<file path="src/rtl/console_rx_if.sv">
// Bus device port shared by the RAM, console and console_rx devices.
//   req   : device request from the bus
//   we    : 1 = write, 0 = read
//   addr  : byte address
//   wdata : write data
//   rdata : read data returned by the device
// master drives the request side, slave (the device) returns rdata.
interface console_rx_if #(
  parameter int DataWidth    = 32,
  parameter int AddressWidth = 32
);
  logic                    req;
  logic                    we;
  logic [AddressWidth-1:0] addr;
  logic [DataWidth-1:0]    wdata;
  logic [DataWidth-1:0]    rdata;

  modport master (output req, we, addr, wdata, input rdata);
  modport slave  (input req, we, addr, wdata, output rdata);
endinterface

</file>
<file path="src/rtl/console_rx.sv">
// console_rx: 8N1 UART receiver with an 8-entry byte FIFO, exposed to the host
// as a bus device (RXDATA / STATUS / CTRL registers on addr[3:2]).
// Ports:
//   clk_i  : clock
//   rst_i  : asynchronous reset, active high
//   bus    : device port (req/we/addr/wdata in, registered rdata out)
//   rx_i   : serial input, idle high, asynchronous to clk_i
//   irq_o  : registered, high while FIFO non-empty or an error flag is set
//
// Receive FSM states:
//   state        | meaning
//   ST_IDLE      | line idle, waiting for rx_s low
//   ST_START     | half-bit wait, re-check start bit at its centre
//   ST_DATA      | sampling 8 data bits at bit centres, LSB first
//   ST_STOP      | waiting for stop-bit centre, then push or flag frame error
//   ST_WAIT_HIGH | after a framing error, wait for line to return high
module console_rx #(
  parameter int DataWidth    = 32,
  parameter int AddressWidth = 32,
  parameter int ClkPerBit    = 16,
  parameter int FifoDepth    = 8
) (
  input  logic          clk_i,
  input  logic          rst_i,
  console_rx_if.slave   bus,
  input  logic          rx_i,
  output logic          irq_o
);

  localparam int CntW   = $clog2(ClkPerBit);
  localparam int PtrW   = $clog2(FifoDepth);
  localparam int CountW = PtrW + 1;

  localparam logic [CntW-1:0]   HalfBit = CntW'(ClkPerBit / 2 - 1);
  localparam logic [CntW-1:0]   FullBit = CntW'(ClkPerBit - 1);
  localparam logic [CountW-1:0] Depth   = CountW'(FifoDepth);

  typedef enum logic [2:0] {
    ST_IDLE,
    ST_START,
    ST_DATA,
    ST_STOP,
    ST_WAIT_HIGH
  } state_e;

  logic                 rx_meta_q, rx_s_q;
  state_e               state_q, state_d;
  logic [CntW-1:0]      cnt_q, cnt_d;
  logic [2:0]           idx_q, idx_d;
  logic [7:0]           shift_q, shift_d;
  logic [7:0]           mem_q [FifoDepth];
  logic [7:0]           mem_d [FifoDepth];
  logic [PtrW-1:0]      wr_ptr_q, wr_ptr_d, rd_ptr_q, rd_ptr_d;
  logic [CountW-1:0]    count_q, count_d;
  logic                 overrun_q, overrun_d;
  logic                 frame_err_q, frame_err_d;
  logic [DataWidth-1:0] rdata_q, rdata_d;
  logic                 irq_q, irq_d;

  logic       push_req, frame_set;
  logic       rd_req, wr_req, not_empty, full, pop, clr, flush, push_ok, ovr_set;
  logic [1:0] reg_sel;
  logic       unused_bus_bits;

  assign unused_bus_bits = ^{bus.addr[AddressWidth-1:4], bus.addr[1:0],
                             bus.wdata[DataWidth-1:2]};

  // Receive FSM
  always_comb begin
    state_d   = state_q;
    cnt_d     = cnt_q;
    idx_d     = idx_q;
    shift_d   = shift_q;
    push_req  = 1'b0;
    frame_set = 1'b0;
    unique case (state_q)
      ST_IDLE: begin
        if (!rx_s_q) begin
          state_d = ST_START;
          cnt_d   = HalfBit;
        end
      end
      ST_START: begin
        if (cnt_q == '0) begin
          if (!rx_s_q) begin
            state_d = ST_DATA;
            cnt_d   = FullBit;
            idx_d   = 3'd0;
          end else begin
            state_d = ST_IDLE;
          end
        end else begin
          cnt_d = cnt_q - 1'b1;
        end
      end
      ST_DATA: begin
        if (cnt_q == '0) begin
          shift_d[idx_q] = rx_s_q;
          cnt_d          = FullBit;
          if (idx_q == 3'd7) state_d = ST_STOP;
          else               idx_d   = idx_q + 3'd1;
        end else begin
          cnt_d = cnt_q - 1'b1;
        end
      end
      ST_STOP: begin
        if (cnt_q == '0) begin
          if (rx_s_q) begin
            push_req = 1'b1;
            state_d  = ST_IDLE;
          end else begin
            frame_set = 1'b1;
            state_d   = ST_WAIT_HIGH;
          end
        end else begin
          cnt_d = cnt_q - 1'b1;
        end
      end
      ST_WAIT_HIGH: begin
        if (rx_s_q) state_d = ST_IDLE;
      end
      default: state_d = ST_IDLE;
    endcase
  end

  // Register access and FIFO
  always_comb begin
    rd_req    = bus.req & ~bus.we;
    wr_req    = bus.req & bus.we;
    reg_sel   = bus.addr[3:2];
    not_empty = (count_q != '0);
    full      = (count_q == Depth);
    pop       = rd_req & (reg_sel == 2'd0) & not_empty;
    clr       = wr_req & (reg_sel == 2'd2) & bus.wdata[0];
    flush     = wr_req & (reg_sel == 2'd2) & bus.wdata[1];
    // A pop in the same cycle frees the slot, so a full FIFO still accepts.
    push_ok   = push_req & ~flush & (~full | pop);
    ovr_set   = push_req & ~flush & full & ~pop;

    rdata_d = rdata_q;
    if (rd_req) begin
      rdata_d = '0;
      unique case (reg_sel)
        2'd0: if (not_empty) rdata_d[7:0] = mem_q[rd_ptr_q];
        2'd1: begin
          rdata_d[0]          = not_empty;
          rdata_d[1]          = overrun_q;
          rdata_d[2]          = frame_err_q;
          rdata_d[8 +: CountW] = count_q;
        end
        default: rdata_d = '0;
      endcase
    end

    mem_d = mem_q;
    if (push_ok) mem_d[wr_ptr_q] = shift_q;

    wr_ptr_d = wr_ptr_q + PtrW'(push_ok);
    rd_ptr_d = rd_ptr_q + PtrW'(pop);
    count_d  = count_q + CountW'(push_ok) - CountW'(pop);
    if (flush) begin
      wr_ptr_d = '0;
      rd_ptr_d = '0;
      count_d  = '0;
    end

    // Set beats clear when both land in the same cycle.
    overrun_d   = ovr_set   ? 1'b1 : (clr ? 1'b0 : overrun_q);
    frame_err_d = frame_set ? 1'b1 : (clr ? 1'b0 : frame_err_q);

    irq_d = not_empty | overrun_q | frame_err_q;
  end

  always_ff @(posedge clk_i or posedge rst_i) begin
    if (rst_i) begin
      rx_meta_q   <= 1'b1;
      rx_s_q      <= 1'b1;
      state_q     <= ST_IDLE;
      cnt_q       <= '0;
      idx_q       <= '0;
      shift_q     <= '0;
      for (int i = 0; i < FifoDepth; i++) mem_q[i] <= '0;
      wr_ptr_q    <= '0;
      rd_ptr_q    <= '0;
      count_q     <= '0;
      overrun_q   <= 1'b0;
      frame_err_q <= 1'b0;
      rdata_q     <= '0;
      irq_q       <= 1'b0;
    end else begin
      rx_meta_q   <= rx_i;
      rx_s_q      <= rx_meta_q;
      state_q     <= state_d;
      cnt_q       <= cnt_d;
      idx_q       <= idx_d;
      shift_q     <= shift_d;
      mem_q       <= mem_d;
      wr_ptr_q    <= wr_ptr_d;
      rd_ptr_q    <= rd_ptr_d;
      count_q     <= count_d;
      overrun_q   <= overrun_d;
      frame_err_q <= frame_err_d;
      rdata_q     <= rdata_d;
      irq_q       <= irq_d;
    end
  end

  assign bus.rdata = rdata_q;
  assign irq_o     = irq_q;

endmodule

</file>
<file path="src/flat_wrapper.sv">
// flat-port wrapper written by rule: the top's interface ports become plain ports
module console_rx_flat 
#(
  parameter int DataWidth    = 32,
  parameter int AddressWidth = 32,
  parameter int ClkPerBit    = 16,
  parameter int FifoDepth    = 8
)
  (clk_i, rst_i, rx_i, irq_o, bus_req, bus_we, bus_addr, bus_wdata, bus_rdata);
  console_rx_if #(.DataWidth(DataWidth), .AddressWidth(AddressWidth)) bus_i ();
  input  logic clk_i;
  input  logic rst_i;
  input  logic rx_i;
  output logic irq_o;
  input wire logic [$bits(bus_i.req)-1:0] bus_req;
  input wire logic [$bits(bus_i.we)-1:0] bus_we;
  input wire logic [$bits(bus_i.addr)-1:0] bus_addr;
  input wire logic [$bits(bus_i.wdata)-1:0] bus_wdata;
  output wire logic [$bits(bus_i.rdata)-1:0] bus_rdata;
  assign bus_i.req = bus_req;
  assign bus_i.we = bus_we;
  assign bus_i.addr = bus_addr;
  assign bus_i.wdata = bus_wdata;
  assign bus_rdata = bus_i.rdata;
  console_rx #(.DataWidth(DataWidth), .AddressWidth(AddressWidth), .ClkPerBit(ClkPerBit), .FifoDepth(FifoDepth)) u_core (.clk_i(clk_i), .rst_i(rst_i), .bus(bus_i), .rx_i(rx_i), .irq_o(irq_o));
endmodule
</file>
<file path="config.mk">
export PLATFORM = sky130hd
export DESIGN_NAME = console_rx_flat
export DESIGN_NICKNAME = d
export VERILOG_FILES = /design/src/rtl/console_rx_if.sv /design/src/rtl/console_rx.sv /design/src/flat_wrapper.sv
export SDC_FILE = /design/constraint.sdc
export NUM_CORES = 1
export LEC_CHECK = 0
export ABC_AREA = 1
export CORE_MARGIN = 5
export CORE_UTILIZATION = 55
export CTS_BUF_LIST = sky130_fd_sc_hd__clkbuf_2
export DETAILED_ROUTE_END_ITERATION = 8
export GPL_TIMING_DRIVEN = 0
export HOLD_SLACK_MARGIN = 0.03
export PLACE_DENSITY = 0.94
export SYNTH_ARGS = -nofsm -noshare
export SYNTH_HDL_FRONTEND = slang
export SYNTH_SLANG_ARGS = --single-unit
</file>
<file path="constraint.sdc">
create_clock -name clk_i -period 5.75 [get_ports clk_i]
set_input_delay 1.725 -clock clk_i [delete_from_list [all_inputs] [get_ports clk_i]]
set_output_delay 1.725 -clock clk_i [all_outputs]
set_load 0.02 [all_outputs]
</file>
==> results.json <==
{
  "detail_route.first_pass.iterations": 6,
  "arrival_ns": 4.32,
  "ant_nets": 0,
  "die_area_mm2": 0.01245,
  "cell_internal_pwr_mw": 1.194,
  "comb_power_share_pct": 39.0,
  "tightest_slew_ns": 0.7147,
  "initial_utilization_pct": 55.74,
  "insertion_delay_ns": 0.63,
  "mostFrequentLayoutCells": "nand2_1 (202), dfrtp_1 (107), nand4_1 (75)",
  "grtUsageTotal_pct": 23.29,
  "synth_cells": 700,
  "maxSlewHeadroom_pct": 52.35,
  "htree_num_levels": 3,
  "startpoint_type": "input port",
  "rsz0062_at_grt": "false",
  "ys_ff_latch": 109,
  "p_sw_mw": 0.8676,
  "cts_hold_buf": 0,
  "layout-drive-gt1-share_pct": 9.247,
  "synth_edf_count": 0,
  "drv_cap": 0,
  "async_flop_share_pct": 100.0,
  "final_common_cell": "nand2_1",
  "drt-total-wl_mm": 14.18,
  "skew_ns": 0.03464,
  "pre_cts_ws_ns": 1.405,
  "grt_first_pass_wirelength_mm": 23.45,
  "status": "finished, final reports clean",
  "postLayoutCellArea_mm2": 0.006279,
  "endpoint_kind": "flop",
  "clkTransAtPathRegs_ns": 0.29,
  "route.detailed.drc": 0,
  "wl_per_cell_um": 15.86,
  "placed_area_mm2": 0.006158,
  "overflow": 0,
  "slew_violations": 0,
  "grt_pass1_vias": 4746,
  "critPathKind": "in2reg",
  "cts_buffers": 9,
  "rr_worst_depth": 13,
  "drt-initial-drc-count": 591,
  "max_freq_ghz": 0.2651,
  "numPortBuffers": 21,
  "tns_ns": 0,
  "cts-root-buf": "clkbuf_2",
  "final-hold-violation-count": 0,
  "synthesis.area_mm2": 0.005677,
  "vias": 5082,
  "place_congestion": 1.011,
  "critPathRequiredTime_ns": 6.30,
  "post-route-util_pct": 61.65,
  "cts.path.max_buffers": 2,
  "seq_area_frac_synth_pct": 48.09,
  "tritoncts": "yes",
  "setup_violations": 0,
  "synth-main-ff-cell": "dfrtp_1",
  "dieWidth_um": 111.6,
  "grt_max_degree": 72,
  "fin_ws_ns": 1.978,
  "io_pins": 102,
  "cp_max_fo": 10,
  "finalCriticalPeriod_ns": 3.772,
  "cts_setup_buffers": 0,
  "worstHoldPathType": "reg2reg",
  "ys_types": 29,
  "power.leakage_nw": 3.249,
  "p_sw_share_pct": 42.07,
  "post-dp-hpwl_mm": 9.776,
  "cts.sinks": 109,
  "ir_worst_vdd_uv": 176.6,
  "pwr-share-seq_pct": 43.0,
  "area_growth_pct": 10.60,
  "routed_via_density": 5.685,
  "hold_depth": 0,
  "clkPwrFrac_pct": 18.0,
  "cts-resized-gates": 0,
  "rows": 37,
  "yosysWarningCount": 0,
  "core_area_mm2": 0.01018,
  "p_per_area_mw_per_mm2": 328.4,
  "finalCritPeriodShare_pct": 65.61,
  "dieHeight_um": 111.6,
  "nNetsFinal": 834,
  "antenna_found_initial": 1,
  "synth.avg_cell_area_um2": 8.110
}
cells in the mapped netlist, types with 2 or more instances:
master	number	area, um2
a21oi_1	7	35.03
buf_2	6	30.03
buf_4	23	172.7
buf_6	2	22.52
buf_8	5	75.07
clkbuf_1	21	78.83
clkinv_1	3	11.26
dfrtp_1	107	2678
dfstp_2	2	52.55
ha_1	12	150.1
inv_1	43	161.4
nand2_1	202	758.2
nand3_1	41	205.2
nand4_1	75	469.2
nor2_1	68	255.2
nor2_2	2	12.51
nor3_1	2	10.01
nor3_2	8	80.08
nor3b_1	2	15.01
o211ai_1	7	52.55
o21ai_0	51	255.2
xor2_1	4	35.03
state kept, by name (all words and copies together) (netlist names):
signal,flops
u_core.mem_q,64
u_core.bus.rdata,12
u_core.shift_q,8
u_core.cnt_q,4
u_core.count_q,4
u_core.idx_q,3
u_core.rd_ptr_q,3
u_core.state_q,3
u_core.wr_ptr_q,3
u_core.frame_err_q,1
u_core.irq_o,1
u_core.overrun_q,1
u_core.rx_meta_q,1
u_core.rx_s_q,1
routing by layer:
| layer | vias to the layer above | share of wire, % | track usage, % |
|---|---|---|---|
| met4 | 0 | 4.8 | 12.08 |
| met5 | - | 0 | 0 |
| li1 | 2399 | - | - |
| met2 | 294 | 47 | 37.31 |
| met1 | 2331 | 39 | 30.85 |
| met3 | 58 | 9.4 | 3.478 |
critical path, stage by stage:
cell and delay, ns:
clkdlybuf4s50_1 0.51, nand2_1 0.11, nor3_1 0.44, nor2_4 0.17
buf_8 0.20, inv_1 0.09, a21oi_1 0.07, ha_1 0.28
fa_1 0.43, xor2_1 0.16, nand2_1 0.07, inv_1 0.04
power groups by stage:
stage	Clock (mW)	Combinational [mW]	Sequential (mW)
2_1_floorplan	0	0.527	0.912
3_3_place_gp	0	0.745	0.896
3_5_place_dp	0	0.771	0.898
4_1_cts	0.364	0.783	0.885
5_1_grt	0.393	0.893	0.896
6_report	0.371	0.804	0.887
path summary, 6_finish.rpt:
path | slack [ns] | end | startpoint
max | 1.98 | u_core.count_q[2] | bus_addr[3]
min | 0.38 | u_core.rx_s_q | u_core.rx_meta_q
max reg2reg | 2.86 | u_core.count_q[1] | u_core.cnt_q[0]
min reg2reg | 0.38 | u_core.rx_s_q | u_core.rx_meta_q
max in group asynchronous | 3.60 | u_core.mem_q[35] | rst_i
min in group asynchronous | 1.42 | u_core.mem_q[59] | rst_i
cell families after synthesis:
logic type,count (synthesis),share of synthesized area [%]
compound gates,66,6.149
xor+xnor,4,0.6171
simple gates,403,32.29
fa+ha+maj,13,2.998
flops,109,48.09
other cells,1,0.06606
buf+inv,104,9.786
final cells by class:
| class | instances | area (um2) |
|---|---|---|
| antenna | 1 | 2.502 |
| multi-input combinational | 506 | 2462 |
| tap | 136 | 170.2 |
| inverter | 47 | 178.9 |
| sequential | 109 | 2730 |
| fill | 851 | 3906 |
| timing repair buffer | 22 | 237.7 |
| clock buffer | 9 | 45.04 |
| buffer | 57 | 379.1 |
| clock inverter | 7 | 72.57 |
per-stage QoR:
stage	power, mW	std cells	hold slack [ns]
floorplan	1.440	719	0.3452
global placement	1.641	876	0.3453
CTS	2.032	893	0.3773
detailed placement	1.670	877	0.3468
finish	2.062	894	0.3771
global route	2.182	894	0.3841
Power figures use the tool's default switching activity.
